$ cat src/rtl/audio_mix_scheduler.sv
// Sample-rate scheduler and mono mixer: a fractional tick generator starts a frame that polls
// each voice over req/ack, multiply-accumulates it against its gain and emits a saturated sample.
module audio_mix_scheduler #(
    parameter int VOICES       = 4,
    parameter int SAMPLE_WIDTH = 16,
    parameter int VOL_WIDTH    = 8,
    parameter int TIMEOUT      = 16
) (
    input  logic                           clk,
    input  logic                           reset,
    input  logic [31:0]                    factor_mul,
    input  logic [31:0]                    factor_div,
    output logic [VOICES-1:0]              voice_req,
    input  logic [VOICES-1:0]              voice_ack,
    input  logic [VOICES*SAMPLE_WIDTH-1:0] voice_sample,
    input  logic                           vol_we,
    input  logic [7:0]                     vol_addr,
    input  logic [VOL_WIDTH-1:0]           vol_data,
    input  logic                           err_clr,
    output logic [SAMPLE_WIDTH-1:0]        mix_out,
    output logic                           mix_valid,
    output logic                           busy,
    output logic                           err_overrun,
    output logic                           err_timeout
);
    localparam int IW = (VOICES > 1) ? $clog2(VOICES) : 1;
    localparam int AW = SAMPLE_WIDTH + VOL_WIDTH + $clog2(VOICES) + 1;
    localparam int PW = SAMPLE_WIDTH + VOL_WIDTH + 1;
    localparam int TW = (TIMEOUT > 1) ? $clog2(TIMEOUT) : 1;

    typedef enum logic [1:0] {S_IDLE, S_REQ, S_MAC, S_OUT} state_t;

    state_t                                r_state;
    logic [32:0]                           r_phase;
    logic                                  r_tick;
    logic [IW-1:0]                         r_idx;
    logic [TW-1:0]                         r_wait;
    logic signed [SAMPLE_WIDTH-1:0]        r_sample;
    logic signed [AW-1:0]                  r_acc;
    logic [VOICES-1:0][VOL_WIDTH-1:0]      r_vol;
    logic [VOICES-1:0]                     r_req;
    logic [SAMPLE_WIDTH-1:0]               r_mix;
    logic                                  r_valid;
    logic                                  r_busy;
    logic                                  r_err_ov;
    logic                                  r_err_to;

    logic [33:0]                           w_sum;
    logic [33:0]                           w_diff;
    logic                                  w_hit;
    logic signed [VOL_WIDTH:0]             w_vol;
    logic signed [PW-1:0]                  w_prod;
    logic signed [AW-1:0]                  w_shift;
    logic signed [AW-1:0]                  w_max;
    logic signed [AW-1:0]                  w_min;
    logic [SAMPLE_WIDTH-1:0]               w_sat;
    logic                                  w_ack;
    logic                                  w_to_set;
    logic                                  w_ov_set;
    logic                                  w_addr_ok;
    logic                                  w_last;

    // 34-bit sum so p + factor_mul never wraps even after factor_div shrinks
    assign w_sum  = {1'b0, r_phase} + {2'b0, factor_mul};
    assign w_diff = w_sum - {2'b0, factor_div};
    assign w_hit  = (factor_div != 32'd0) && (w_sum >= {2'b0, factor_div});

    always_ff @(posedge clk or negedge reset) begin
        if (!reset) begin
            r_phase <= '0;
            r_tick  <= 1'b0;
        end else if (factor_div == 32'd0) begin
            r_phase <= '0;
            r_tick  <= 1'b0;
        end else if (w_hit) begin
            r_phase <= w_diff[32:0];
            r_tick  <= 1'b1;
        end else begin
            r_phase <= w_sum[32:0];
            r_tick  <= 1'b0;
        end
    end

    assign w_vol   = {1'b0, r_vol[r_idx]};
    assign w_prod  = PW'(r_sample) * PW'(w_vol);
    assign w_shift = r_acc >>> VOL_WIDTH;
    assign w_max   = {{(AW-SAMPLE_WIDTH+1){1'b0}}, {(SAMPLE_WIDTH-1){1'b1}}};
    assign w_min   = {{(AW-SAMPLE_WIDTH+1){1'b1}}, {(SAMPLE_WIDTH-1){1'b0}}};
    assign w_sat   = (w_shift > w_max) ? w_max[SAMPLE_WIDTH-1:0] :
                     (w_shift < w_min) ? w_min[SAMPLE_WIDTH-1:0] : w_shift[SAMPLE_WIDTH-1:0];

    assign w_ack     = voice_ack[r_idx];
    assign w_last    = (r_idx == IW'(VOICES-1));
    assign w_to_set  = (r_state == S_REQ) && !w_ack && (r_wait == TW'(TIMEOUT-1));
    assign w_ov_set  = r_tick && (r_state != S_IDLE);
    assign w_addr_ok = ({24'd0, vol_addr} < 32'(VOICES));

    always_ff @(posedge clk or negedge reset) begin
        if (!reset) begin
            r_state  <= S_IDLE;
            r_idx    <= '0;
            r_wait   <= '0;
            r_sample <= '0;
            r_acc    <= '0;
            r_vol    <= '0;
            r_req    <= '0;
            r_mix    <= '0;
            r_valid  <= 1'b0;
            r_busy   <= 1'b0;
            r_err_ov <= 1'b0;
            r_err_to <= 1'b0;
        end else begin
            r_valid <= 1'b0;
            // a new error event in the same cycle as err_clr keeps the flag set
            if (w_ov_set)     r_err_ov <= 1'b1;
            else if (err_clr) r_err_ov <= 1'b0;
            if (w_to_set)     r_err_to <= 1'b1;
            else if (err_clr) r_err_to <= 1'b0;
            if (vol_we && w_addr_ok)
                r_vol[vol_addr[IW-1:0]] <= vol_data;

            case (r_state)
                S_IDLE: if (r_tick) begin
                    r_idx   <= '0;
                    r_acc   <= '0;
                    r_wait  <= '0;
                    r_req   <= VOICES'(1);
                    r_busy  <= 1'b1;
                    r_state <= S_REQ;
                end
                S_REQ: begin
                    if (w_ack) begin
                        r_sample <= voice_sample[32'(r_idx)*SAMPLE_WIDTH +: SAMPLE_WIDTH];
                        r_req    <= '0;
                        r_state  <= S_MAC;
                    end else if (r_wait == TW'(TIMEOUT-1)) begin
                        r_sample <= '0;
                        r_req    <= '0;
                        r_state  <= S_MAC;
                    end else begin
                        r_wait <= r_wait + 1'b1;
                    end
                end
                S_MAC: begin
                    r_acc <= r_acc + AW'(w_prod);
                    if (w_last) begin
                        r_state <= S_OUT;
                    end else begin
                        r_idx   <= r_idx + 1'b1;
                        r_wait  <= '0;
                        r_req   <= VOICES'(1) << (r_idx + 1'b1);
                        r_state <= S_REQ;
                    end
                end
                S_OUT: begin
                    r_mix   <= w_sat;
                    r_valid <= 1'b1;
                    r_busy  <= 1'b0;
                    r_state <= S_IDLE;
                end
                default: r_state <= S_IDLE;
            endcase
        end
    end

    assign voice_req   = r_req;
    assign mix_out     = r_mix;
    assign mix_valid   = r_valid;
    assign busy        = r_busy;
    assign err_overrun = r_err_ov;
    assign err_timeout = r_err_to;
endmodule

$ cat config.mk
export PLATFORM = sky130hd
export DESIGN_NAME = audio_mix_scheduler
export DESIGN_NICKNAME = d
export VERILOG_FILES = /design/src/rtl/audio_mix_scheduler.sv
export SDC_FILE = /design/constraint.sdc
export NUM_CORES = 1
export LEC_CHECK = 0
export CORE_ASPECT_RATIO = 0.5
export CORE_MARGIN = 1.5
export CORE_UTILIZATION = 25
export DETAILED_ROUTE_END_ITERATION = 10
export GPL_TIMING_DRIVEN = 1
export HOLD_SLACK_MARGIN = 0.06
export PLACE_DENSITY = 0.53
export SLEW_MARGIN = 10
export SYNTH_ARGS = -nofsm -noshare
export SYNTH_HDL_FRONTEND = slang
export SYNTH_SLANG_ARGS = --single-unit
$ cat constraint.sdc
create_clock -name clk -period 10.9 [get_ports clk]
set_input_delay 2.18 -clock clk [delete_from_list [all_inputs] [get_ports clk]]
set_output_delay 2.18 -clock clk [all_outputs]
set_load 0.01 [all_outputs]
[Yosys cells after proc, flatten, opt, wreduce, memory -nomap -nowiden]
Index checks and enable logic that the tools add are counted.
Word-level totals
  register bits: 141
  logic and storage cells: 107
  output and inout port bits: 24
  input port bits: 152
Operators by class
  multiply operators: 1
  $lt $le $gt $ge: 7
  multiplexer cells: 41
  reduce and logical (&&, ||, !) cells: 24
  $add $sub $neg: 5
  shift-type cells: 2
  equal/unequal tests: 10
Operators with widths (number)
  2-to-1 mux 33 bit: 2
  2-to-1 mux 16 bit: 4
  variable part select 64 x 7 -> 16 bit: 1
  one-hot mux 27 bit (2 select lines): 1
  adder 33 x 32 -> 34 bit: 1
  >= comparator 34 x 32 -> 1 bit: 1
  subtractor 33 x 32 -> 33 bit: 1
  bitwise mux 32 bit: 1
  zero test 32 bit: 1
  2-to-1 mux 4 bit: 8
  nonzero test 32 bit: 1
  adder 27 x 25 -> 27 bit: 1
  2-to-1 mux 27 bit: 1
  multiplier 16 x 9 -> 25 bit: 1
  one-hot mux 4 bit (3 select lines): 2
  greater-than comparator 19 x 16 -> 1 bit (second input constant): 1
  less-than comparator 19 x 16 -> 1 bit (second input constant): 1
  binary-select mux 8 bit (select 2 bit): 1
  demux 8 bit (select 2 bit): 1
  2-to-1 mux 8 bit: 2
  2-to-1 mux 2 bit: 6
  nonzero test 2 bit: 6
  less-than comparator 8 x 3 -> 1 bit (second input constant): 1
  2-to-1 mux 1 bit: 8
  22 further kinds: 36

[Longest topological paths before layout]
  word-level depth: 6
  gate-level depth with buffers: 25
  mapped depth without buffers: 22

[Worst setup path before layout]
No wires, ideal clock.
  path type: reg2reg
  from: register r_idx[0]
  to: register r_acc[24]
  buffers on the path: 2
  setup time: 0.122 ns
  stages on the path, launching flop included: 24
  period minus slack after synthesis: 6.758 ns
  arrival time: 6.636 ns
  path slack: 4.142 ns
  cell sequence: dfrtp_1 buf_1 mux4_2 clkbuf_1 and2_1 fa_1 fa_1 inv_1 fa_1 inv_1 fa_1 inv_1 fa_1 inv_1 ha_1 a21o_1 nor3_1 o21ai_0 a41o_1 a21oi_1 o21ai_0 o21a_1 or3_1 a32o_1
On the way
  cells in the longest elaborated chain, start to end: 5
Ends and longest elaborated chain
  start, declared: RTL line 36  | logic [IW-1:0] r_idx;
  start signal, assigned: RTL line 149  | r_idx <= r_idx + 1'b1;
  binary-select mux 8 bit (select 2 bit): RTL line 84  | assign w_vol = {1'b0, r_vol[r_idx]};
  2-to-1 mux 8 bit (implied by the code): RTL line 84
  multiplier 16 x 9 -> 25 bit: RTL line 85  | assign w_prod = PW'(r_sample) * PW'(w_vol);
  adder 27 x 25 -> 27 bit: RTL line 145  | r_acc <= r_acc + AW'(w_prod);
  one-hot mux 27 bit (2 select lines): RTL line 122  | case (r_state)
  end signal, assigned: RTL line 145
  end, declared: RTL line 39  | logic signed [AW-1:0] r_acc;
No other way between the ends. The select of a mux whose other input is x is not followed.
A chain may end at the register's enable or synchronous reset.

[Worst setup path in the final report]
  from: input port factor_mul[0]
  to: register r_phase[31]
On the way
  cells in the longest elaborated chain, start to end: 5
  elaborated cells between the ends (all ways): 6
  classes of those cells: add/sub: 2; order compare: 1; mux: 2; reduce/logical: 1
Ends and longest elaborated chain
  start, declared: RTL line 11  | input logic [31:0] factor_mul,
  adder 33 x 32 -> 34 bit (*): RTL line 64  | assign w_sum = {1'b0, r_phase} + {2'b0, factor_mul};
  >= comparator 34 x 32 -> 1 bit: RTL line 66  | assign w_hit = (factor_div != 32'd0) && (w_sum >= {2'b0, factor_div});
  logical AND 1 bit: RTL line 66
  2-to-1 mux 33 bit (*): RTL line 75  | end else if (w_hit) begin
  2-to-1 mux 33 bit (*): RTL line 72  | end else if (factor_div == 32'd0) begin
  end signal, assigned: RTL line 76  | r_phase <= w_diff[32:0];
  end signal, assigned: RTL line 79  | r_phase <= w_sum[32:0];
  end, declared: RTL line 34  | logic [32:0] r_phase;
Every way passes the cells marked *; elsewhere a longest branch is shown, timed or not.

==> impl_metrics.csv <==
group,metric,value,unit
detailed_routing,dr.pass1.iters,6,
critical_path,cp-end-kind,"flip-flop",
die,die_area,0.0633,mm^2
clock_network,clock_latency,0.45,ns
yosys,syn_avg_cell_area,9.11,um^2
yosys,ys_seq_area_frac,0.229,
die,io_pins,176,
cells_and_area,drive_gt1_frac,0.0663,
yosys,synth_edf_count,0,
global_route,met1_usage,0.171,
pwr,leakage,8.73,nW
cells_and_area,final_common_cell,"inv_1",
critical_path,crit_cells,21,
clock_network,cts_resized,0,
pwr,pwr-share-seq,0.170,
critical_path,ff2ff_path_depth,22,
cells_and_area,final_area,0.0187,mm^2
sta,setup_tns,0,ns
sta,worstMarginPinSlew,1.09,ns
critical_path,crit_path_cell_trace,"clkdlybuf4s50_1 -> ha_1 -> fa_1 -> a211oi_1 -> o31a_1 -> a211o_1 -> a2111oi_4 -> o21ai_0 -> or3b_2 -> a21oi_1 -> nor2_1 -> ha_1 -> and3_1 -> nand4_1 -> nor2_1 -> a221oi_1 -> o221a_2 -> o31ai_1 -> a31o_1 -> o21ai_0 -> o2bb2ai_1",
yosys,yosys.area.top_type,"dfrtp_1",
pwr,ir_drop,0.162,mV
clock_network,h-tree-depth,4,
yosys,synth_area_leaders,"dfrtp_1 (23%), fa_1 (17%), ha_1 (11%)",
global_route,grt_pass1_vias,12700,
yosys,synth_fp_nets,2106,
pwr,p_total,5.36,mW
yosys,ys.flop_type,"dfrtp_1",
global_route,gr-max-usage-layer,"met2",
critical_path,crit_path_start,"factor_mul[0]",
critical_path,cp_top_family,"compound AO/OA/AOI/OAI gates",
sta,fin_crit_sh,0.724,
global_route,antenna_found_initial,1,
pwr,p_int,2.69,mW
die,dieWidth,354,um
cells_and_area,fin_nets,2256,
detailed_routing,num_vias,12700,
yosys,ys.warnings.count,0,
pwr,power.share.combinational,0.722,
sta,fin_crit,7.89,ns
cells_and_area,diodes,0,
yosys,netlist_area,0.0154,mm^2
clock_network,hold_buffers,0,
clock_network,post_cts.repair.setup_buffers,0,
critical_path,rr_endpoint,"r_acc[24]$_DFFE_PN0P_",
die,die_height,179,um
yosys,yosys.cell_types.count,72,
critical_path,worstPathArrival,8.26,ns
die,core-area,0.0610,mm^2
place,hpwlAfterDp,34300,um
critical_path,crit_buf_inv,1,
sta,slew-limit-headroom,0.269,
detailed_routing,drc,0,
clock_network,cts_made_buffers,17,
sta,clock_skew,0.0134,ns
sta,fmax,127,MHz
cells_and_area,layout_common_cells,"inv_1 (257), clkdlybuf4s50_1 (174), dfrtp_1 (140)",
critical_path,endpoint,"r_phase[31]$_DFF_PN0_",
sta,rsz0062_at_grt,"false",
pwr,p_switching,2.67,mW
global_route,met2_usage,0.246,
critical_path,reg2reg_slack,3.52,ns
pwr,power_density,288,mW/mm^2
yosys,async_reset_ff_frac,1.00,
detailed_routing,postRouteAntennaNets,0,
place,placed_cell_area,0.0181,mm^2
critical_path,critical_path_class,"in -> reg",
clock_network,clock_path_buffers,2,
critical_path,startpoint_type,"primary input",
clock_network,clock-sinks,141,
sta,final-max-slew-violation-count,0,
status,outcome,"finished clean",
global_route,grt_first_pass_wirelength,69000,um
sta,finalSetupViolCount,0,
critical_path,timing.rr.start,"r_idx[0]$_DFFE_PN0P_",
clock_network,clk_pin_slew,0.07,ns
place,portBuffers,175,
critical_path,crit_required,11.27,ns
clock_network,cts_root_buffer,"clkbuf_16",
cells_and_area,area_growth,20.9,%
detailed_routing,drt_wl_total,42900,um
global_route,overflow,0,
die,rows,64,
global_route,grt_max_degree,82,
pwr,clkPwrFrac,0.108,
critical_path,critPathMaxStageDelay,0.87,ns
detailed_routing,drt_iter0_markers,816,
yosys,syn_inst,1693,
die,start_util,0.253,
run,drv_cap,0,
clock_network,cts_tree,"done",
global_route,met3_usage,0.0246,
global_route,track_usage,0.138,
yosys,ys_ff_latch,141,
detailed_routing,wl_per_cell,16.0,um
yosys,synth_top_area_share,0.229,
detailed_routing,drt-vias-per-instance,4.74,
hold_path,hp-class,"reg -> reg",
pwr,switching_share,0.498,
critical_path,cpMaxStageDelayCell,"a31o_1",
place,gp_congestion,0.867,
critical_path,path_max_fanout,28,
sta,final_hold_viol_count,0,
[final cells by class]
type,count,area (um^2)
Clock inverter,13,119
Inverter,257,965
Tap cell,825,1030
Multi-Input combinational cell,1239,10700
Sequential cell,141,3530
Fill cell,6445,42400
Timing Repair Buffer,187,1840
Clock buffer,18,439
[worst min-delay path by stage]
stage / start / endpoint / slack, ns / cells past startpoint
3_3_place_gp: r_acc[6]$_DFFE_PN0P_ / r_acc[6]$_DFFE_PN0P_ / 0.47 / 2
3_5_place_dp: r_acc[7]$_DFFE_PN0P_ / r_acc[7]$_DFFE_PN0P_ / 0.48 / 2
2_1_floorplan: r_acc[5]$_DFFE_PN0P_ / r_acc[5]$_DFFE_PN0P_ / 0.45 / 2
5_1_grt: r_vol[24]$_DFFE_PN0P_ / r_vol[24]$_DFFE_PN0P_ / 0.51 / 1
4_1_cts: r_acc[7]$_DFFE_PN0P_ / r_acc[7]$_DFFE_PN0P_ / 0.49 / 2
6_report: r_acc[5]$_DFFE_PN0P_ / r_acc[5]$_DFFE_PN0P_ / 0.48 / 2
[power by group through the flow]
stage	registers [mW]	logic (mW)	clock network [mW]
2_1_floorplan	0.870	2.91	0
3_3_place_gp	0.921	3.86	0
3_5_place_dp	0.923	3.86	0
4_1_cts	0.915	3.89	0.602
5_1_grt	0.941	4.34	0.622
6_report	0.909	3.87	0.582
[routing by layer]
layer,part of all wire,routed length (um),up-vias
met5,0.00023,10,-
met4,0.021,918,2
met3,0.033,1410,56
met2,0.51,22100,213
li1,-,-,6151
met1,0.43,18500,6294
[metrics by stage]
stage	worst slack (ns)	util	hold WS [ns]	instances
2_1_floorplan	4.14	-	0.450	1693
3_3_place_gp	2.60	0.297	0.466	2649
3_5_place_dp	2.57	0.297	0.481	2649
4_1_cts	3.04	0.306	0.495	2680
5_1_grt	2.65	0.306	0.509	2680
6_report	3.01	0.306	0.483	2680
[worst reg2reg max path, cell delays in order, from the launching register on]
cell	delay, ns
dfrtp_2	0.34
buf_4	0.46
mux4_2	0.79
and2_1	0.27
fa_1	0.42
fa_1	0.54
inv_1	0.05
fa_1	0.47
inv_1	0.05
fa_1	0.54
inv_1	0.05
fa_1	0.49
inv_1	0.04
ha_1	0.35
a21o_1	0.22
nor3_1	0.13
o21ai_0	0.18
a41o_1	0.34
a21oi_1	0.50
o21ai_0	0.24
o21a_1	0.22
or3_1	0.31
a32o_1	0.27
[flip-flops by register name, summed over array words and instances, names as in the netlist]
register / cells
err_timeout: 1
r_tick: 1
mix_out: 16
voice_req: 4
r_idx: 2
err_overrun: 1
r_acc: 27
r_state: 2
r_sample: 16
busy: 1
mix_valid: 1
r_wait: 4
r_vol: 32
r_phase: 33
[synthesized netlist by cell type, drive strengths merged (4+ instances only)]
cell and n:
a2111oi 4, a211o 4, a211oi 14, a21boi 4
a21o 42, a21oi 96, a22o 7, a31o 4
a31oi 12, a32o 21, and2 80, and3 10
and4 5, buf 8, clkbuf 48, dfrtp 141
fa 129, ha 132, inv 257, mux2 34
mux4 25, nand2 133, nand2b 11, nand3 48
nand3b 4, nand4 12, nor2 64, nor2b 16
nor3 34, nor4 13, o211ai 8, o21a 9
o21ai 83, o21bai 8, o22ai 22, o2bb2ai 4
o31a 5, o31ai 10, or2 6, or3 14
xnor2 49, xor2 21
[cell families after synthesis]
| family | Yosys count | share of synthesized area |
|---|---|---|
| xor+xnor | 70 | 0.0397 |
| buf+inv | 313 | 0.0769 |
| compound gates | 386 | 0.167 |
| fa+ha+maj | 261 | 0.274 |
| simple gates | 462 | 0.152 |
| mux | 60 | 0.0620 |
| flops | 141 | 0.229 |
Note: power is estimated with default switching activity, not from simulation.
